<file path="config.mk">
export PLATFORM = sky130hd
export DESIGN_NAME = instr_fetch
export DESIGN_NICKNAME = d
export VERILOG_FILES = /design/src/rtl/instr_fetch.sv
export SDC_FILE = /design/constraint.sdc
export NUM_CORES = 1
export LEC_CHECK = 0
export CELL_PAD_IN_SITES_DETAIL_PLACEMENT = 1
export CELL_PAD_IN_SITES_GLOBAL_PLACEMENT = 1
export CORE_UTILIZATION = 44
export CTS_CLUSTER_DIAMETER = 150
export DETAILED_ROUTE_END_ITERATION = 8
export GPL_TIMING_DRIVEN = 0
export PLACE_DENSITY = 0.75
export SLEW_MARGIN = 15
export SYNTH_ARGS = -nofsm -noshare
export SYNTH_HDL_FRONTEND = slang
export SYNTH_SLANG_ARGS = --single-unit
</file>
<file path="constraint.sdc">
create_clock -name clk -period 3.1 [get_ports clk]
set_clock_uncertainty 0.05 [all_clocks]
set_input_delay 0.465 -clock clk [delete_from_list [all_inputs] [get_ports clk]]
set_output_delay 0.465 -clock clk [all_outputs]
set_load 0.01 [all_outputs]
</file>
<file path="src/rtl/instr_fetch.sv">
`default_nettype none
// ============================================================================
//  Module      : instr_fetch
//  Description : RV32I fetch stage. Owns the PC, issues word reads to
//                instruction memory under a credit limit, buffers returned
//                words with their PC in an in-order FIFO and presents them to
//                decode via valid/ready. Redirects restart fetch and discard
//                wrong-path words still in flight.
//  Revision    : 1.0 - initial release
// ============================================================================
module instr_fetch #(
    parameter logic [31:0] RESET_PC   = 32'h0000_0000,
    parameter int          FIFO_DEPTH = 2
) (
    input  logic        clk,
    input  logic        rst_n,
    output logic        imem_req_valid,
    input  logic        imem_req_ready,
    output logic [31:0] imem_req_addr,
    input  logic        imem_rsp_valid,
    input  logic [31:0] imem_rsp_data,
    input  logic        redirect_valid,
    input  logic [31:0] redirect_pc,
    output logic        instr_valid,
    input  logic        instr_ready,
    output logic [31:0] instr_data,
    output logic [31:0] instr_pc
);

    localparam int CW = $clog2(FIFO_DEPTH + 1);
    localparam int PW = (FIFO_DEPTH > 1) ? $clog2(FIFO_DEPTH) : 1;

    localparam logic [1:0]    c_st_boot  = 2'd0;
    localparam logic [1:0]    c_st_fetch = 2'd1;
    localparam logic [1:0]    c_st_flush = 2'd2;
    localparam logic [CW-1:0] c_one      = CW'(1);
    localparam logic [CW-1:0] c_full     = CW'(FIFO_DEPTH);
    localparam logic [CW:0]   c_credit   = (CW + 1)'(FIFO_DEPTH);
    localparam logic [PW-1:0] c_last_ptr = PW'(FIFO_DEPTH - 1);

    // Registered state and its next-state values
    logic [1:0]    state_q,     state_d;
    logic [31:0]   pc_q,        pc_d;
    logic          req_valid_q, req_valid_d;
    logic [31:0]   req_addr_q,  req_addr_d;
    logic          req_wrong_q, req_wrong_d;
    logic [CW-1:0] out_q,       out_d;
    logic [CW-1:0] drop_q,      drop_d;
    logic [31:0]   rsp_pc_q,    rsp_pc_d;
    logic [PW-1:0] rd_ptr_q,    rd_ptr_d;
    logic [PW-1:0] wr_ptr_q,    wr_ptr_d;
    logic [CW-1:0] count_q,     count_d;
    logic [31:0]   last_data_q;
    logic [31:0]   last_pc_q;
    logic [31:0]   fifo_data_q [FIFO_DEPTH];
    logic [31:0]   fifo_pc_q   [FIFO_DEPTH];

    logic          w_accept;
    logic          w_req_hold;
    logic          w_push;
    logic          w_pop;
    logic [CW:0]   w_credit_used;
    logic [31:0]   w_redirect_pc;
    logic          w_unused_pc_lsb;

    function automatic logic [PW-1:0] ptr_inc(input logic [PW-1:0] p);
        return (p == c_last_ptr) ? '0 : p + 1'b1;
    endfunction

    // The two low bits of a redirect target carry no meaning for word fetch
    assign w_redirect_pc   = {redirect_pc[31:2], 2'b00};
    assign w_unused_pc_lsb = ^redirect_pc[1:0];

    assign w_accept   = req_valid_q && imem_req_ready;
    assign w_req_hold = req_valid_q && !imem_req_ready;
    // A response is kept only when no wrong-path words are owed and no
    // redirect is flushing the buffer this cycle
    assign w_push     = imem_rsp_valid && !redirect_valid && (drop_q == '0);
    assign w_pop      = instr_valid && instr_ready && !redirect_valid;

    // Reads in flight after this cycle's accept and response
    always_comb begin
        out_d = out_q;
        if (w_accept && !imem_rsp_valid) begin
            out_d = out_q + c_one;
        end else if (!w_accept && imem_rsp_valid) begin
            out_d = out_q - c_one;
        end
    end

    // Wrong-path bookkeeping: a redirect writes off everything in flight,
    // otherwise discarded responses pay the debt down and late-accepted
    // wrong-path requests add to it
    always_comb begin
        drop_d = drop_q;
        if (redirect_valid) begin
            drop_d = out_d;
        end else begin
            if (imem_rsp_valid && (drop_q != '0)) begin
                drop_d = drop_d - c_one;
            end
            if (w_accept && req_wrong_q) begin
                drop_d = drop_d + c_one;
            end
        end
    end

    // PC of the next request and PC to tag on the next kept response
    always_comb begin
        pc_d     = pc_q;
        rsp_pc_d = rsp_pc_q;
        if (redirect_valid) begin
            pc_d     = w_redirect_pc;
            rsp_pc_d = w_redirect_pc;
        end else begin
            if (w_accept && !req_wrong_q) begin
                pc_d = pc_q + 32'd4;
            end
            if (w_push) begin
                rsp_pc_d = rsp_pc_q + 32'd4;
            end
        end
    end

    // Fetch control state machine
    always_comb begin
        state_d = state_q;
        case (state_q)
            c_st_boot: begin
                state_d = c_st_fetch;
            end
            c_st_fetch: begin
                if (redirect_valid && (out_d != '0)) begin
                    state_d = c_st_flush;
                end
            end
            c_st_flush: begin
                if (!redirect_valid && (drop_d == '0) && !w_req_hold) begin
                    state_d = c_st_fetch;
                end
            end
            default: begin
                state_d = c_st_boot;
            end
        endcase
    end

    // FIFO pointer and occupancy update; a redirect empties the buffer
    always_comb begin
        rd_ptr_d = rd_ptr_q;
        wr_ptr_d = wr_ptr_q;
        count_d  = count_q;
        if (redirect_valid) begin
            rd_ptr_d = wr_ptr_q;
            count_d  = '0;
        end else begin
            if (w_push) begin
                wr_ptr_d = ptr_inc(wr_ptr_q);
            end
            if (w_pop) begin
                rd_ptr_d = ptr_inc(rd_ptr_q);
            end
            if (w_push && !w_pop) begin
                count_d = count_q + c_one;
            end else if (!w_push && w_pop) begin
                count_d = count_q - c_one;
            end
        end
    end

    assign w_credit_used = {1'b0, out_d} + {1'b0, count_d};

    // Request channel: a raised request is held until accepted; a redirect
    // while held only marks it wrong-path. New requests need a free credit.
    always_comb begin
        req_valid_d = 1'b0;
        req_addr_d  = pc_d;
        req_wrong_d = 1'b0;
        if (w_req_hold) begin
            req_valid_d = 1'b1;
            req_addr_d  = req_addr_q;
            req_wrong_d = req_wrong_q || redirect_valid;
        end else begin
            req_valid_d = (state_d == c_st_fetch) && !redirect_valid &&
                          (w_credit_used < c_credit);
        end
    end

    // Control and datapath registers
    always_ff @(posedge clk or negedge rst_n) begin
        if (!rst_n) begin
            state_q     <= c_st_boot;
            pc_q        <= RESET_PC;
            req_valid_q <= 1'b0;
            req_addr_q  <= RESET_PC;
            req_wrong_q <= 1'b0;
            out_q       <= '0;
            drop_q      <= '0;
            rsp_pc_q    <= RESET_PC;
            rd_ptr_q    <= '0;
            wr_ptr_q    <= '0;
            count_q     <= '0;
        end else begin
            state_q     <= state_d;
            pc_q        <= pc_d;
            req_valid_q <= req_valid_d;
            req_addr_q  <= req_addr_d;
            req_wrong_q <= req_wrong_d;
            out_q       <= out_d;
            drop_q      <= drop_d;
            rsp_pc_q    <= rsp_pc_d;
            rd_ptr_q    <= rd_ptr_d;
            wr_ptr_q    <= wr_ptr_d;
            count_q     <= count_d;
        end
    end

    // Buffer entries, one register pair per slot
    generate
        for (genvar i = 0; i < FIFO_DEPTH; i++) begin : g_entry
            // Capture a kept response into the slot under the write pointer
            always_ff @(posedge clk or negedge rst_n) begin
                if (!rst_n) begin
                    fifo_data_q[i] <= '0;
                    fifo_pc_q[i]   <= '0;
                end else if (w_push && (wr_ptr_q == PW'(i))) begin
                    fifo_data_q[i] <= imem_rsp_data;
                    fifo_pc_q[i]   <= rsp_pc_q;
                end
            end
        end
    endgenerate

    // Remember the head last shown so outputs hold while the buffer is empty
    always_ff @(posedge clk or negedge rst_n) begin
        if (!rst_n) begin
            last_data_q <= '0;
            last_pc_q   <= '0;
        end else if (instr_valid) begin
            last_data_q <= fifo_data_q[rd_ptr_q];
            last_pc_q   <= fifo_pc_q[rd_ptr_q];
        end
    end

    assign imem_req_valid = req_valid_q;
    assign imem_req_addr  = req_addr_q;
    assign instr_valid    = (count_q != '0);
    assign instr_data     = instr_valid ? fifo_data_q[rd_ptr_q] : last_data_q;
    assign instr_pc       = instr_valid ? fifo_pc_q[rd_ptr_q]   : last_pc_q;

`ifndef SYNTHESIS
    // Credit accounting keeps a kept response from landing on a full buffer
    a_no_overflow: assert property (@(posedge clk) disable iff (!rst_n)
        !(w_push && !w_pop && (count_q == c_full)));
`endif

endmodule
`default_nettype wire

</file>
### After elaboration in Yosys (flattened, before gate mapping)

Cells that the tools add are included.

| storage, ports and cells | value |
|---|---|
| logic and storage cells | 104 |
| register bits | 300 |

| cells by class | value |
|---|---|
| equality and inequality tests | 3 |
| bitwise logic cells | 3 |
| order comparisons | 2 |
| mux-type cells | 30 |
| add/sub/neg operators | 11 |
| reduce and logical (&&, ||, !) cells | 38 |

Operators by type and width:

| operator | number |
|---|---|
| 2-to-1 mux 32 bit | 12 |
| adder 32 x 3 -> 32 bit (second input constant) | 2 |
| 2-to-1 mux 2 bit | 11 |
| logical AND 1 bit | 20 |
| nonzero test 2 bit | 5 |
| logical NOT 1 bit | 8 |
| adder 2 x 1 -> 2 bit (second input constant) | 3 |
| logical NOT 2 bit | 3 |
| 2-to-1 mux 1 bit | 6 |
| one-hot mux 2 bit (3 select lines) | 1 |
| subtractor 2 x 1 -> 2 bit (second input constant) | 3 |
| equality test 2 x 1 -> 1 bit (second input constant) | 2 |
| adder 2 x 2 -> 3 bit | 1 |
| less-than comparator 3 x 2 -> 1 bit (second input constant) | 1 |
| adder 1 bit (second input constant) | 2 |
| equality test 2 bit (second input constant) | 1 |
| >= comparator 2 bit (second input constant) | 1 |
| NOT 1 bit | 2 |
| NOT 1 -> 2 bit | 1 |
| AND reduction 2 bit | 1 |
| logical OR 1 bit | 1 |

### Longest topological paths before layout

Gate-level depths: netlist of the first run.

| depth | value |
|---|---|
| word-level depth | 16 |
| depth in mapped cells | 11 |

### Least setup slack after synthesis of the first run

OpenSTA, ideal clock, no wires.

| path | value |
|---|---|
| path kind | reg2reg |
| start point | reg drop_q[0] |
| end point | reg req_valid_q (netlist: imem_req_valid) |
| clock period less this slack | 2.604 ns |
| required time | 2.967 ns |
| arrival | 2.471 ns |
| path slack | 0.496 ns |
| stages on the path, launching flop included | 11 |
| setup time | 0.083 ns |
| cells stage by stage | dfrtp_1 inv_1 ha_1 nand2_1 xor2_1 xnor2_1 nor2_1 and2_1 fa_1 or4_1 o21ai_0 |

| on the way | value |
|---|---|
| elaborated cells between the ends (all ways) | 27 |
| classes of those cells | add/sub (3); order compare (1); eq/ne (1); mux (10); reduce/logical (12) |

RTL lines:

| element | line | RTL |
|---|---|---|
| start, declared | 48 | `logic [CW-1:0] drop_q, drop_d;` |
| start signal, assigned | 210 | `drop_q <= drop_d;` |
| logical NOT 2 bit (*) | 78 | `assign w_push = imem_rsp_valid && !redirect_valid && (drop_q == '0);` |
| logical AND 1 bit (*) | 78 |  |
| logical NOT 1 bit | 165 | `end else if (!w_push && w_pop) begin` |
| logical AND 1 bit | 165 |  |
| 2-to-1 mux 2 bit | 165 |  |
| 2-to-1 mux 2 bit (*) | 163 | `if (w_push && !w_pop) begin` |
| 2-to-1 mux 2 bit (*) | 153 | `if (redirect_valid) begin` |
| net count_d[0] | 52 | `logic [CW-1:0] count_q, count_d;` |
| adder 2 x 2 -> 3 bit (*) | 171 | `assign w_credit_used = {1'b0, out_d} + {1'b0, count_d};` |
| less-than comparator 3 x 2 -> 1 bit (*) | 185 | `(w_credit_used < c_credit);` |
| logical AND 1 bit (*) | 184 | `req_valid_d = (state_d == c_st_fetch) && !redirect_valid &&` |
| 2-to-1 mux 1 bit (*) | 179 | `if (w_req_hold) begin` |
| net req_valid_d | 44 | `logic req_valid_q, req_valid_d;` |
| end signal, assigned | 206 | `req_valid_q <= req_valid_d;` |
| end, declared | 44 |  |

The timed path passes the listed nets; every way through them passes the cells marked *. The select of a mux whose other input is x is not followed.
A chain may end at the register's enable or synchronous reset.

### Worst setup path in the final report of the first run

| path | value |
|---|---|
| start point | reg count_q[1] |
| end point | out instr_data[29] |

| on the way | value |
|---|---|
| cells in the longest elaborated chain, start to end | 2 |

Ends and longest elaborated chain:

| element | line | RTL |
|---|---|---|
| start, declared | 52 |  |
| start signal, assigned | 214 | `count_q <= count_d;` |
| nonzero test 2 bit | 247 | `assign instr_valid = (count_q != '0);` |
| 2-to-1 mux 32 bit | - |  |
| end, declared | 26 | `output logic [31:0] instr_data,` |

Every way passes these cells.

==> metrics.md, run 1 <==
| Metric | Value |
|---|---|
| Status | `completed` |
| Antenna Nets Post-Route | `0` |
| EDFF count, synth | `0` |
| Largest net degree at the start of global routing | `94` |
| CTS Buf Count | `31` |
| Worst path cell trace | `inv_1, ha_1, clkbuf_8, clkbuf_2, o21ai_0, clkdlybuf4s50_1` |
| Synthesized instance count | `1089` |
| Critical Path AT | `~2.5 ns` |
| Adder-cell share of the synthesized area | `0.005447` |
| Avg Inst Size Synth | `~12 µm²` |
| Final Max Slew Viols | `0` |
| Via/cell ratio | `5.403` |
| Residual DRC | `0` |
| Synth Area in XOR/XNOR | `0.04222` |
| Static leakage | `between 6 and 7 nW` |
| Fin crit period | `approximately 3.0 ns` |
| Worst path bufs/invs | `4` |
| Area Overhead vs Synth | `25.85%` |
| DR WL/cell | `between 20 and 25 µm` |
| CP max stage cell | `clkdlybuf4s50_1` |
| Filler Cells Inserted | `about 3000` |
| Grt ovf | `0` |
| Number of global-route vias before repair | `roughly 10000` |
| Share of the yosys chip area belonging to registers | `0.5720` |
| Post-Syn Area | `about 0.013 mm²` |
| Initial Util | `0.4481` |
| Final-report hold violation count | `0` |
| Fraction of layout cells with a size suffix above 1 | `0.1878` |
| Dpl ws | `-0.6388 ns` |
| CTS tree | `built` |
| Ys Warns | `0` |
| Reg2reg start | `count_q[1]$_DFF_PN0_` |
| Startpoint Class | `register` |
| Row Count | `between 60 and 70` |
| Setup Crit Path Kind | `register to output pin` |
| Async set or reset register ratio after synthesis | `1.000` |
| Max transition margin | `0.4236` |
| Number of synthesized register bits | `294` |
| Tot GR Track Use | `0.2344` |
| Critical path capture point type | `output pin` |
| Synth top cells by count | `dfrtp_1, mux2_2, nand2_1` |
| RR Endpoint | `imem_req_valid$_DFF_PN0_` |
| Die H | `approximately 170 µm` |
| Core area | `roughly 0.029 mm²` |
| Peak VDD IR | `between 0.0004 and 0.0005 V` |
| Worst path top cell family by delay | `buffers and inverters` |
| Drt total wl | `approximately 34 mm` |
| H-tree depth | `1` |
| Ys flop type | `dfrtp_1` |
| Slew @ Worst Pin | `approximately 0.86 ns` |
| Post-DP Area | `around 0.015 mm²` |
| Antenna cells | `0` |
| Syn nets | `about 1200` |
| Cell with the most instances after synthesis | `dfrtp_1` |
| Via count | `~9200` |
| Final instance area | `about 0.016 mm²` |
| Drt pass-1 iters | `4` |
| Setup total negative slack | `0 ns` |
| Crit path max fanout | `10` |
| DIE WIDTH | `around 170 µm` |
| Clk sinks | `between 200 and 300` |
| Synth area leader | `dfrtp_1` |
| First-pass GRT wire length | `approximately 56 mm` |
| Post-synthesis compound-gate area fraction | `0.07519` |
| Register area | `~0.0074 mm²` |
| PnR worst setup slack | `around 0.093 ns` |
| Port buffer count | `roughly 160` |
| Multi-input logic area | `roughly 0.0052 mm²` |
| Critical Path RT | `around 2.6 ns` |
| Largest cells by area after synthesis | `dfrtp_1, mux2_2, mux2i_1` |
| Unrepaired setup endpoints after global routing | `yes` |
| Count of cell types in the netlist | `55` |
| R2R cell count | `10` |
| Pwr Density | `975.6 mW/mm²` |
| Top-area cell type share of the netlist area | `0.5720` |
| Mux contribution to synthesized area | `0.1661` |
| Io pins | `168` |
| Net count, final | `roughly 1400` |
| Largest family of logic cells by synthesized area | `multiplexers` |
| Setup repair bufs after CTS | `0` |
| CP max stage delay | `about 0.61 ns` |
| Skew-Pair Late Insertion Delay | `roughly 0.55 ns` |
| Initial drt markers | `about 450` |
| Top achievable clock speed | `approximately 0.33 GHz` |
| HPWL Detailed | `24.20 mm` |
| Initial antenna violation count | `0` |
| Max-cap check violation count | `0` |
| Register-to-register setup slack | `about 0.16 ns` |
| Hold Path Class | `input port to asynchronous set/reset pin` |
| Clock buffer depth | `3` |
| Endpoints failing setup | `0` |
| Worst-path clk slew | `~0.060 ns` |
| Simple-gate area share of the yosys netlist | `0.1141` |
| Die area | `about 0.030 mm²` |
| Routability cong. | `about 0.8` |
| Clock root buffer | `clkbuf_16` |
| Tcrit/Tclk final | `0.9701` |
| CP Depth | `6` |
report_power, final:
group          switching [mW]  internal [mW]
registers               0.790           5.26
clock network            1.49           2.39
logic                    2.98           2.88
total                    5.26           10.5
timing repair:
item                                   in CTS  in global routing
endpoints found under the hold margin      60                  0
setup endpoints to repair                  66                 35
resized for setup                          58                 39
hold buffers                                1                  0
per-stage QoR:
| step | power (mW) | std cells | util | hold WS, ns |
|---|---|---|---|---|
| 3_5_place_dp | 12.08 | 1640 | 0.5251 | 0.3836 |
| 5_1_grt | 16.75 | 1694 | 0.5639 | 0.4362 |
| 2_1_floorplan | 9.184 | 1089 | - | 0.1194 |
| 3_3_place_gp | 11.82 | 1637 | 0.5221 | 0.4116 |
| 6_report | 15.79 | 1694 | 0.5639 | 0.4102 |
| 4_1_cts | 15.92 | 1695 | 0.5632 | 0.3948 |
metal layers:
layer  wire [µm]  vias up  track usage
li1            -     4215            -
met2       16250      237       0.3916
met3        1554       51      0.03122
met1       15730     4650       0.3225
met4         704        0      0.06121
met5           0        -            0
layout by cell type (no fill, tap or decap), types with 4 or more instances in the layout:
| cell type | netlist | final |
|---|---|---|
| a21boi_0 | 6 | 6 |
| a21oi_1 | 44 | 44 |
| a221oi_1 | 11 | 11 |
| and2_1 | 7 | 7 |
| and3_1 | 8 | 8 |
| buf_1 | 10 | 4 |
| buf_2 | 16 | 20 |
| bufinv_16 | 0 | 4 |
| clkbuf_1 | 32 | 21 |
| clkbuf_16 | 0 | 31 |
| clkbuf_2 | 0 | 5 |
| clkbuf_4 | 0 | 8 |
| clkbuf_8 | 0 | 11 |
| clkdlybuf4s50_1 | 0 | 131 |
| clkinv_2 | 0 | 5 |
| dfrtp_1 | 294 | 293 |
| dlygate4sd2_1 | 0 | 28 |
| ha_1 | 4 | 4 |
| inv_1 | 13 | 13 |
| mux2_2 | 132 | 132 |
| mux2i_1 | 65 | 65 |
| nand2_1 | 119 | 118 |
| nand2b_1 | 5 | 5 |
| nand3_1 | 21 | 21 |
| nand4_1 | 18 | 18 |
| nor2_1 | 64 | 64 |
| nor2b_1 | 6 | 6 |
| nor3_1 | 11 | 11 |
| nor4_1 | 12 | 12 |
| o21ai_0 | 70 | 51 |
| o21ai_1 | 0 | 19 |
| o31ai_1 | 10 | 10 |
| xnor2_1 | 28 | 28 |
| xor2_1 | 34 | 34 |
sequential cells by signal, indices dropped and copies added (netlist names), 2 cells and up:
name,count
fifo_pc_q,60
out_q,2
pc_q,32
imem_req_addr,32
last_pc_q,32
drop_q,2
last_data_q,32
fifo_data_q,64
rsp_pc_q,30
state_q,2
count_q,2
logic make-up after synthesis:
logic type | count (synthesis)
multiplexers | 197
AND/OR/NAND/NOR | 296
buffers and inverters | 75
XOR/XNOR | 62
flip-flops | 294
adder cells (fa/ha/maj) | 5
AO/OA/AOI/OAI | 160
worst reg2reg max path, delay by kind of cell, from the launching register on:
kind / cells / cell delay, ns
and+or+nand+nor: 4 / 1.09
buffers and inverters: 1 / 0.05
DFF: 1 / 0.37
adders and majority gates: 2 / 0.67
AOI/OAI and AO/OA: 1 / 0.21
xor gates and xnor gates: 2 / 0.40
worst max path at each step:
stage | startpoint | end | slack, ns
after CTS | count_q[1]$_DFF_PN0_ | instr_data[19] | 0.0009
after global placement | rst_n | imem_req_addr[23]$_DFFE_PN0N_ | -11.24
final | count_q[1]$_DFF_PN0_ | instr_data[29] | 0.09
after floorplan | drop_q[0]$_DFF_PN0_ | imem_req_valid$_DFF_PN0_ | 0.50
after global routing | count_q[1]$_DFF_PN0_ | imem_req_valid$_DFF_PN0_ | -0.03
after detailed placement | redirect_valid | imem_req_valid$_DFF_PN0_ | -0.64
final cells by class:
type | count | area share
Tap cell | 384 | 0.02968
Multi-Input combinational cell | 720 | 0.3205
Clock inverter | 9 | 0.008967
Inverter | 14 | 0.003246
Buffer | 59 | 0.01971
Timing Repair Buffer | 168 | 0.1057
Clock buffer | 46 | 0.05759
Sequential cell | 294 | 0.4546
No activity file was read; power rests on OpenSTA's default activity.
==> run 2: changes to the inputs <==
CTS_CLUSTER_SIZE = 16   (was not set)
==> run 2 against run 1 <==
Sequential share of layout area increased by 1.4 points. Sequential power hardly changed. Fmax increased by 0.82%.
==> metrics.md, run 2 (synthesis gave the netlist of run 1 again) <==
| Metric | Value |
|---|---|
| Status | `completed` |
| Highest-count cells in the layout ignoring fill and taps | `dfrtp_1, mux2_2, clkdlybuf4s50_1` |
| Area Overhead vs Synth | `22.02%` |
| Post-layout util | `0.5468` |
| Final Non-Filler Cells | `between 1500 and 2000` |
| Clock root buffer | `clkbuf_16` |
| Initial antenna violation count | `0` |
| Final instance area | `around 0.016 mm²` |
| Worst path cell trace | `inv_1, ha_1, clkbuf_8, buf_2, nand2_1, o21ai_0, clkdlybuf4s50_1` |
| Pwr Density | `around 920 mW/mm²` |
| Via/cell ratio | `~5.4` |
| Critical Path AT | `2.47 ns` |
| Initial drt markers | `394` |
| Antenna Nets Post-Route | `0` |
| Clk sinks | `approximately 300` |
| Fraction of layout cells with a size suffix above 1 | `0.1734` |
| Initial Util | `0.4481` |
| Port buffer count | `between 150 and 200` |
| Number of global-route vias before repair | `just under 10000` |
| Critical Path RT | `approximately 2.6 ns` |
| H-tree depth | `1` |
| RR Endpoint | `imem_req_valid$_DFF_PN0_` |
| Crit path max fanout | `10` |
| Setup repair bufs after CTS | `0` |
| Static leakage | `between 6 and 7 nW` |
| Register-to-register setup slack | `between 0.2 and 0.25 ns` |
| Unrepaired setup endpoints after global routing | `yes` |
| CP max stage cell | `clkdlybuf4s50_1` |
| Grt ovf | `0` |
| Setup total negative slack | `0 ns` |
| Max transition margin | `0.4212` |
| Inst Count DP | `between 1500 and 2000` |
| Endpoints failing setup | `0` |
| Critical path capture point type | `output pin` |
| Worst setup startpoint | `count_q[0]$_DFF_PN0_` |
| Regs by FF count | `fifo_data_q x64, fifo_pc_q x60` |
| CP max stage delay | `0.60 ns` |
| Power Total | `14.44 mW` |
| Drt pass-1 iters | `4` |
| Tot GR Track Use | `0.2285` |
| Max reg flops | `64` |
| Worst-path clk slew | `about 0.08 ns` |
| Io pins | `168` |
| Via count | `9032` |
| DIE WIDTH | `approximately 170 µm` |
| Die H | `approximately 170 µm` |
| Final Max Slew Viols | `0` |
| Peak VDD IR | `0.0003639 V` |
| CTS Buf Count | `22` |
| Row Count | `a little over 60` |
| R2R cell count | `10` |
| HPWL Detailed | `24.20 mm` |
| Hold Path Class | `input port to asynchronous set/reset pin` |
| Max-cap check violation count | `0` |
| Residual DRC | `0` |
| CTS tree | `built` |
| Core area | `approximately 0.029 mm²` |
| Post-DP Area | `between 0.015 and 0.02 mm²` |
| Skew-Pair Late Insertion Delay | `0.52 ns` |
| Setup Crit Path Kind | `register to output pin` |
| Fin crit period | `2.983 ns` |
| Most common cell after layout, fill and taps aside | `dfrtp_1` |
| Tcrit/Tclk final | `0.9623` |
| First-pass GRT wire length | `~55 mm` |
| Slew @ Worst Pin | `0.8602 ns` |
| Top achievable clock speed | `roughly 0.34 GHz` |
| Clock buffer depth | `3` |
| Routability cong. | `between 0.7 and 0.8` |
| Final-report hold violation count | `0` |
| Largest net degree at the start of global routing | `94` |
| Biggest register | `fifo_data_q` |
| Filler Cells Inserted | `about 3000` |
| Reg2reg start | `drop_q[0]$_DFF_PN0_` |
| Die area | `approximately 0.03 mm²` |
| DR WL/cell | `between 20 and 25 µm` |
| Antenna cells | `0` |
| Startpoint Class | `register` |
| Net count, final | `~1400` |
| Drt total wl | `around 33 mm` |
| Worst Setup EP | `instr_data[7]` |
run 2: power breakdown:
part / internal (mW) / switching (mW) / leakage, nW / total (mW)
Clock: 1.32 / 1.30 / 0.289 / 2.62
Combinational: 2.86 / 2.93 / 2.90 / 5.79
Sequential: 5.25 / 0.771 / 3.55 / 6.02
Total: 9.43 / 5.01 / 6.74 / 14.4
run 2: repair_timing:
| action | CTS | global route |
|---|---|---|
| endpoints found under the hold margin | 60 | 0 |
| pin swaps | 0 | 0 |
| resized for setup | 57 | 29 |
| setup endpoints to repair | 66 | 31 |
| hold buffers | 1 | 0 |
run 2: worst max-delay path: cells and delay by family, from the launching register on:
kind / cells / cell delay (ns)
compound gates: 1 / 0.14
fa+ha+maj: 1 / 0.21
buf+inv: 4 / 1.15
flops: 1 / 0.36
simple gates: 1 / 0.09
run 2: metrics by stage:
stage | setup slack (ns) | hold WS, ns
final | 0.1170 | 0.4293
after global placement | -11.24 | 0.4116
after detailed placement | -0.6388 | 0.3836
after global routing | -0.01627 | 0.4602
after CTS | 0.01901 | 0.4249
after floorplan | 0.4960 | 0.1194
run 2: worst min-delay path by stage:
stage                                     end  slack [ns]                     start  cells after the start
finish              last_data_q[21]$_DFF_PN0_        0.43                     rst_n                      2
global route        last_data_q[21]$_DFF_PN0_        0.46                     rst_n                      2
CTS                        out_q[0]$_DFF_PN0_        0.42            imem_rsp_valid                      3
detailed placement  last_data_q[24]$_DFF_PN0_        0.38                     rst_n                      1
global placement     fifo_pc_q[5]$_DFFE_PN0P_        0.41  fifo_pc_q[5]$_DFFE_PN0P_                      2
floorplan                count_q[0]$_DFF_PN0_        0.12                     rst_n                      0
run 2: final cells by class:
type                    count  area (µm²)  area share
clock inverters             1       11.26   0.0007175
well taps                 384       480.5     0.03061
multi-input cells         720        5195      0.3310
clock buffers              23       575.6     0.03667
repair buffers            168        1708      0.1088
inverters                  14       52.55    0.003348
plain buffers              60       314.1     0.02001
flip-flops and latches    294        7358      0.4688
run 2: layer usage:
metal  track usage  up-vias  wire length [µm]  share of wire
met5             0        -                 0              0
met4       0.05826        0               722          0.022
met1        0.3198     4577             15580           0.47
li1              -     4187                 -              -
met3       0.02836       49              1322          0.040
met2        0.3779      219             15760           0.47
==> run 3: changes to the inputs <==
CELL_PAD_IN_SITES_DETAIL_PLACEMENT = not set   (was 1)
CELL_PAD_IN_SITES_GLOBAL_PLACEMENT = not set   (was 1)
CORE_ASPECT_RATIO = 1.4   (was not set)
CORE_UTILIZATION = 55   (was 44)
PLACE_DENSITY = 0.76   (was 0.75)
==> run 3 against run 2 <==
Flip-flop and latch count did not move. Count of clock-buffer cells in the layout did not move. Utilization rose by 14 points. Wire length fell by 13%. Power fell by 1.1%. Combinational power fell by 1%. Register-to-register slack got worse by 0.09 ns. First-iteration DRC count rose by 19%. Final cell count fell by 5.0%. Global-route usage rose by 1.9 points. Largest cell class unchanged.
==> metrics.md, run 3 (synthesis gave the netlist of run 1 again) <==
| Metric | Value |
|---|---|
| Status | `completed` |
| Worst setup startpoint | `count_q[1]$_DFF_PN0_` |
| Grt ovf | `0` |
| Clk sinks | `approximately 290` |
| Largest net degree at the start of global routing | `slightly above 90` |
| Int Power | `~9.5 mW` |
| Startpoint Class | `register` |
| Final Max Slew Viols | `0` |
| Final-report hold violation count | `0` |
| Met3 wire length | `approximately 1.2 mm` |
| Pwr Density | `around 900 mW/mm²` |
| Skew-Pair Late Insertion Delay | `~0.51 ns` |
| Sequential share of power | `0.419` |
| Setup total negative slack | `0 ns` |
| Max transition margin | `0.4645` |
| Number of global-route vias before repair | `between 9000 and 10000` |
| Row Count | `65` |
| Highest-count cells in the layout ignoring fill and taps | `dfrtp_1, clkdlybuf4s50_1, mux2_2` |
| H-tree depth | `1` |
| Max-cap check violation count | `0` |
| Antenna cells | `0` |
| Fin crit period | `3.012 ns` |
| Via count | `around 9000` |
| Critical Path AT | `around 2.5 ns` |
| Initial antenna violation count | `0` |
| Die area | `0.02401 mm²` |
| HPWL Detailed | `20.80 mm` |
| First-pass GRT wire length | `about 47 mm` |
| Final instance area | `approximately 0.016 mm²` |
| Max reg flops | `64` |
| Clock power share | `0.181` |
| Net count, final | `1355` |
| Switching share of power | `0.3380` |
| Antenna Nets Post-Route | `0` |
| Io pins | `approximately 170` |
| CTS Buf Count | `22` |
| Endpoints failing setup | `0` |
| Initial drt markers | `between 400 and 500` |
| Port buffer count | `approximately 160` |
| Initial Util | `0.5648` |
| CTS tree | `built` |
| Power Total | `14.28 mW` |
| Area Overhead vs Synth | `21.33%` |
| Die H | `roughly 180 µm` |
| Tcrit/Tclk final | `0.9717` |
| Hold Path Class | `register to register` |
| Post-DP Area | `between 0.01 and 0.015 mm²` |
| Fraction of layout cells with a size suffix above 1 | `0.1711` |
| Peak VDD IR | `approximately 0.00051 V` |
| Biggest register | `fifo_data_q` |
| Static leakage | `6.799 nW` |
| Clock buffer depth | `3` |
| Regs by FF count | `fifo_data_q x64, fifo_pc_q x60` |
| Setup Crit Path Kind | `register to output pin` |
| DIE WIDTH | `131.2 µm` |
| Comb pwr share | `0.400` |
| Clock root buffer | `clkbuf_16` |
| Core area | `between 0.02 and 0.025 mm²` |
| Crit path max fanout | `10` |
| Most common cell after layout, fill and taps aside | `dfrtp_1` |
| Slew @ Worst Pin | `roughly 0.80 ns` |
| Unrepaired setup endpoints after global routing | `yes` |
| Via/cell ratio | `5.684` |
| Critical Path RT | `approximately 2.6 ns` |
| Drt total wl | `slightly below 30 mm` |
| Residual DRC | `0` |
| Worst-path clk slew | `around 0.070 ns` |
| Met2 wire length | `approximately 15 mm` |
| Wl on met1 | `12.04 mm` |
| Hold Crit Start | `imem_req_addr[1]$_DFFE_PN0N_` |
| DR WL/cell | `between 15 and 20 µm` |
| Routability cong. | `between 0.8 and 0.9` |
| Drt pass-1 iters | `4` |
| Switching power | `around 4.8 mW` |
| Top Layer Used | `met4` |
| Reg2reg start | `count_q[1]$_DFF_PN0_` |
| Critical path capture point type | `output pin` |
| Top achievable clock speed | `0.3320 GHz` |
| Tot GR Track Use | `0.2471` |
run 3: area by class of cell:
cell class,count,area (µm²)
Fill cell,1745,7166
Inverter,14,52.55
Clock inverter,1,11.26
Buffer,60,304.0
Tap cell,301,376.6
Sequential cell,294,7358
Clock buffer,23,575.6
Timing Repair Buffer,168,1740
Multi-Input combinational cell,720,5187
run 3: power by group through the flow:
stage	registers (mW)	logic, mW	clock network [mW]
after floorplan	5.88	3.30	0
after global placement	5.97	5.75	0
after detailed placement	6.02	5.89	0
after CTS	5.99	5.80	2.63
after global routing	6.15	6.22	2.77
final	5.98	5.71	2.58
run 3: layer usage:
layer,vias up,track usage
met4,0,0.09694
met2,236,0.4349
met5,-,0
met1,4493,0.3144
met3,64,0.02515
li1,4194,-
run 3: critical path: stages, from the launching register on:
cell and delay [ns]:
dfrtp_1 0.38, inv_1 0.05, ha_1 0.20, clkbuf_8 0.19, clkbuf_2 0.21, o21ai_0 0.35
clkdlybuf4s50_1 0.60
run 3: per-stage QoR:
stage	worst slack, ns	hold slack, ns	cells	utilization
after global routing	-0.02683	0.4502	1581	0.6853
after global placement	-10.83	0.4095	1554	0.6535
after CTS	0.01145	0.4239	1581	0.6840
after detailed placement	-0.5279	0.3854	1557	0.6573
after floorplan	0.4960	0.1194	1089	-
final	0.08777	0.4195	1581	0.6853
run 3: worst paths after layout:
path,to,slack (ns),cells after the start
worst min-delay path,imem_req_addr[1]$_DFFE_PN0N_,0.42,2
min in group asynchronous,imem_req_addr[0]$_DFFE_PN0N_,0.43,2
worst min register to register,imem_req_addr[1]$_DFFE_PN0N_,0.42,2
max in group asynchronous,fifo_data_q[1]$_DFFE_PN0P_,1.75,3
worst max register to register,imem_req_valid$_DFF_PN0_,0.12,10
worst max-delay path,instr_data[5],0.09,6
run 3: what timing repair did:
action,CTS,global route
endpoints found under the setup margin,66,32
pin swaps,0,0
hold buffers,1,0
hold endpoints to repair,57,0
setup buffers,0,0
resized for setup,44,22
cloned,0,0
==> variant 1 (config.mk and constraints of run 1) <==
Reset style: synchronous (`rst_n`), changed in 3 clocked blocks.
--- a/src/rtl/instr_fetch.sv
+++ b/src/rtl/instr_fetch.sv
@@ -189,3 +189,3 @@
     // Control and datapath registers
-    always_ff @(posedge clk or negedge rst_n) begin
+    always_ff @(posedge clk) begin
         if (!rst_n) begin
@@ -221,3 +221,3 @@
             // Capture a kept response into the slot under the write pointer
-            always_ff @(posedge clk or negedge rst_n) begin
+            always_ff @(posedge clk) begin
                 if (!rst_n) begin
@@ -234,3 +234,3 @@
     // Remember the head last shown so outputs hold while the buffer is empty
-    always_ff @(posedge clk or negedge rst_n) begin
+    always_ff @(posedge clk) begin
         if (!rst_n) begin
Function: differs if rst_n is asserted again (counterexample within 4 cycles, from zero or initial values and one cycle with rst_n low); with rst_n held inactive, the same outputs for 4 cycles.
==> variant 1 against run 1 <==
- worst setup slack improved by 0.032 ns
- final area fell by 0.72%
- first-iteration DRC count fell by 8.7%
- sequential cell count rose by 1
- utilization rose by 1.1 points
- routed wire length rose by 0.26%
- critical path depth fell by 2
- synthesized area fell by 2.4%
- sequential share of layout area fell by 0.99 points
- highest routed layer unchanged
- count of clock-buffer cells in the layout rose by 4
- hold slack got worse by 0.0029 ns
Power is not compared: it rests on default switching activity, and its combinational part moved more than twofold at a synthesized area within 25%.
==> variant 1: results (changes against run 1) <==
* Vias at 9,451 (was 9,153)
* Total CTS buffers at 34 (was 31)
* Slowest CP cell: clkdlybuf4s50_1 (unchanged)
* Initial DRC Count at 409 (was 448)
* DR WL met3 at 1520 µm (was 1550 µm)
* Synth area leaders: edfxtp_1 30%, dfxtp_1 27%, and2_1 9.4%, mux2i_1 5.3%, o21ai_0 4.1% (was dfrtp_1 57%, mux2_2 12%, mux2i_1 5.1%, nand2_1 3.5%, o21ai_0 2.7%)
* Wirelength per Cell at 18.9 µm (was 20.2 µm)
* Initial antenna violation count at 0 (unchanged)
* Post-Route WL at 34,300 µm (was 34,200 µm)
* Nets at 1,489 (was 1,363)
* Cell variety after synth at 52 (was 55)
* Gp weighted congestion at 0.827 (was 0.797)
* Vias in the first global route at 10,024 (was 10,167)
* Cell count after placement at 1,757 (was 1,640)
* Placed Instance Area at 14,900 µm² (was 15,100 µm²)
* Worst Path Arrival at 2.46 ns (was 2.49 ns)
* Most used DFF post-synth: dfxtp_1 (was dfrtp_1)
* Clock buffer depth at 3 (unchanged)
* Synth top cells by count: 188 x and2_1, 171 x dfxtp_1, 124 x edfxtp_1 (was 294 x dfrtp_1, 132 x mux2_2, 119 x nand2_1)
* Clock latency on the worst-skew pair at 0.51 ns (was 0.55 ns)
* Register area share after synthesis at 56.9% (was 57.2%)
* Net Count, Synth at 1,282 (was 1,164)
* Dpl ws at -0.460 ns (was -0.639 ns)
* Congestion Overflow GR at 0 (unchanged)
* Met2 Routed Length at 17,000 µm (was 16,200 µm)
* H-tree levels at 2 (was 1)
* Post-synthesis async set-or-reset flop share at 0% (was 100%)
* WL met1 at 15,200 µm (was 15,700 µm)
* Post-synth EDFFs at 124 (was 0)
* Largest net degree at the start of global routing at 16 (was 94)
* Share of cells above drive strength 1 at 7.45% (was 18.8%)
* Synthesized instance count at 1,207 (was 1,089)
* Gr usage total at 24.4% (was 23.4%)
* Slew @ Worst Pin at 0.816 ns (was 0.857 ns)
* First drt pass iteration count at 5 (was 4)
* Worst hold path type: register to register (was input pin to asynchronous set/reset pin)
* I/O Buffers at 163 (was 164)
* First-pass GRT wire length at 54,600 µm (was 56,000 µm)
* Status: finished clean (unchanged)
* Max incr delay on CP at 0.59 ns (was 0.61 ns)
## variant 1: changes by cell type after synthesis, moves of 14 or more
cell             run 1  this run
dfrtp_1            294         0
and2_1               7       188
dfxtp_1              0       171
mux2_2             132         1
edfxtp_1             0       124
o21ai_0             70       102
clkbuf_1            32        58
nand3_1             21        42
buf_2               16         2
## variant 1: metal layers
metal	vias to the layer above	global-route usage [%]
met3	43	4.12
met1	4617	30.3
met4	0	7.10
met2	218	43.3
met5	-	0
li1	4573	-
## variant 1: final cells by class
type / count / area, µm²
clock buffer: 50 / 1050
buffer: 73 / 348
multi-input combinational: 821 / 5080
inverter: 17 / 63.8
tap: 378 / 473
fill: 3046 / 11900
clock inverter: 9 / 95.1
timing repair buffer: 172 / 1810
sequential: 295 / 7150
## variant 1: where the power goes
part | internal [mW] | switching (mW) | leakage, nW
registers | 4.38 | 0.174 | 2.70
logic | 0.782 | 0.929 | 2.68
clock network | 2.50 | 1.55 | 0.568
## variant 1: cell families (layout without fill, tap and decap cells)
kind of cell | Yosys count | count (layout) | synth area share, %
AND/OR/NAND/NOR | 496 | 496 | 21.4
AO/OA/AOI/OAI | 187 | 187 | 8.19
XOR/XNOR | 66 | 66 | 4.67
flip-flops | 295 | 295 | 56.9
buffers and inverters | 91 | 321 | 2.92
adder cells (fa/ha/maj) | 5 | 5 | 0.558
multiplexers | 67 | 67 | 5.35
## variant 1: worst paths after layout
path                         start                to  slack, ns  cells after the start
setup / recovery          register    instr_data[15]       0.12                      4
hold / removal    imem_req_addr[0]  imem_req_addr[0]       0.41                      2
setup reg to reg        count_q[1]    imem_req_valid       0.20                      9
hold reg to reg   imem_req_addr[0]  imem_req_addr[0]       0.41                      2
## variant 1: timing repair
action	in CTS	in global routing
setup endpoints to repair	66	66
cloned	0	0
resized for setup	21	19
==> variant 2 (settings of run 1) <==
Made on the original files. The parameter `FIFO_DEPTH` goes from 2 to 4.
--- a/src/rtl/instr_fetch.sv
+++ b/src/rtl/instr_fetch.sv
@@ -12,3 +12,3 @@
     parameter logic [31:0] RESET_PC   = 32'h0000_0000,
-    parameter int          FIFO_DEPTH = 2
+    parameter int          FIFO_DEPTH = 4
 ) (
Function: changed (Yosys sat finds a counterexample within 4 cycles, from zero or initial values and one cycle with rst_n low).
==> variant 2 against run 1 <==
- the flow now finishes with violations (negative setup slack)
- total power grew 48%
- combinational power grew 48%
- final area grew 43%
- routed wire length grew 43%
- clock power grew 57%
- sequential cell count grew 129
- synthesized area grew 46%
- global-route usage grew 0.17 points
- worst setup slack lost 0.17 ns
- critical endpoint is now instr_data[13]
==> variant 2: results (changes against run 1) <==
* Status: finished with violations (was finished clean)
* Failing checks: negative setup slack
* Biggest regs: fifo_data_q: 128 flops, fifo_pc_q: 120 flops (was fifo_data_q: 64 flops, fifo_pc_q: 60 flops)
* HPWL Detailed at 33,700 µm (was 24,200 µm)
* Clk tree area frac at 7.37% (was 6.66%)
* Vias in the first global route at 13,619 (was 10,167)
* Max incr delay on CP at 0.52 ns (was 0.61 ns)
* Bufs w/o clock at 259 (was 227)
* Seq cells post-synth at 423 (was 294)
* Via density at 5.56 (was 5.40)
* Worst Path Arrival at 2.66 ns (was 2.49 ns)
* I/O Buffers at 165 (was 164)
* WL met1 at 22,000 µm (was 15,700 µm)
* Power per cell area at 1010 nW/µm² (was 976 nW/µm²)
* DR WL met3 at 1920 µm (was 1550 µm)
* Internal power at 16.2 mW (was 10.5 mW)
* Peak VDD IR at 0.498 mV (was 0.440 mV)
* First drt pass iteration count at 5 (was 4)
* Fraction of area in registers at 45.6% (was 45.5%)
* Synth top cells by count: 423 x dfrtp_1, 304 x mux2_2, 75 x nor2_1 (was 294 x dfrtp_1, 132 x mux2_2, 119 x nand2_1)
* Setup violators final at 14 (was 0)
* Register area share after synthesis at 56.3% (was 57.2%)
* Met3 Use GR at 4.25% (was 3.12%)
* Share of cells above drive strength 1 at 33.1% (was 18.8%)
* Logic inverters at 19 (was 14)
* First-pass GRT wire length at 79,600 µm (was 56,000 µm)
* Logic gate share of total power at 37.0% (was 37.1%)
* Final WS setup at -0.0737 ns (was 0.0926 ns)
* Net Count, Synth at 1,449 (was 1,164)
* Global Route met2 Usage at 38.9% (was 39.2%)
* Met2 Routed Length at 24,100 µm (was 16,200 µm)
* Worst rel slew slack at 47.1% (was 42.4%)
* Clock power frac at 26.1% (was 24.6%)
==> variant 2: cell count changes after synthesis, moves of 16 or more <==
cell,run 1,this run
mux4_2,0,62
dfrtp_1,294,423
a21oi_1,44,60
nand2_1,119,66
buf_2,16,42
mux2i_1,65,4
o21ai_0,70,24
mux2_2,132,304
==> variant 2: kinds of logic (layout without fill, tap and decap cells) <==
kind of cell / Yosys count / after routing / synth area share, %
flops: 423 / 423 / 56.3
mux: 371 / 371 / 25.9
simple gates: 257 / 257 / 7.01
compound gates: 131 / 131 / 4.43
buf+inv: 104 / 366 / 2.41
xor+xnor: 59 / 59 / 2.75
fa+ha+maj: 17 / 17 / 1.13
==> variant 2: worst paths after layout <==
kind                       depth (start not counted)              from                to  slack (ns)
max                                                5       rd_ptr_q[0]    instr_data[13]       -0.07
min                                                2             rst_n   last_data_q[19]        0.32
max reg2reg                                       11         drop_q[0]    imem_req_valid        0.29
min reg2reg                                        2  imem_req_addr[4]  imem_req_addr[4]        0.43
max in group asynchronous                          4             rst_n    fifo_pc_q[120]        1.28
min in group clk                                   2  imem_req_addr[4]  imem_req_addr[4]        0.43
==> variant 2: per-stage QoR <==
| stage | hold WS (ns) | instances | TNS, ns | instance area [µm²] |
|---|---|---|---|---|
| finish | 0.323 | 2163 | -0.547 | 23200 |
| global route | 0.332 | 2163 | -1.91 | 23200 |
| CTS | 0.308 | 2163 | -4.51 | 23100 |
| detailed placement | 0.338 | 2070 | -24.38 | 21200 |
| global placement | 0.407 | 2066 | -7143.50 | 21100 |
| floorplan | 0.119 | 1362 | 0 | 18800 |
==> variant 2: timing repair <==
item | 4_1_cts | 5_1_grt
setup endpoints to repair | 66 | 46
endpoints found under the hold margin | 43 | 0
hold buffers | 1 | 0
setup buffers | 4 | 0
resized for setup | 78 | 47
cloned | 1 | 0
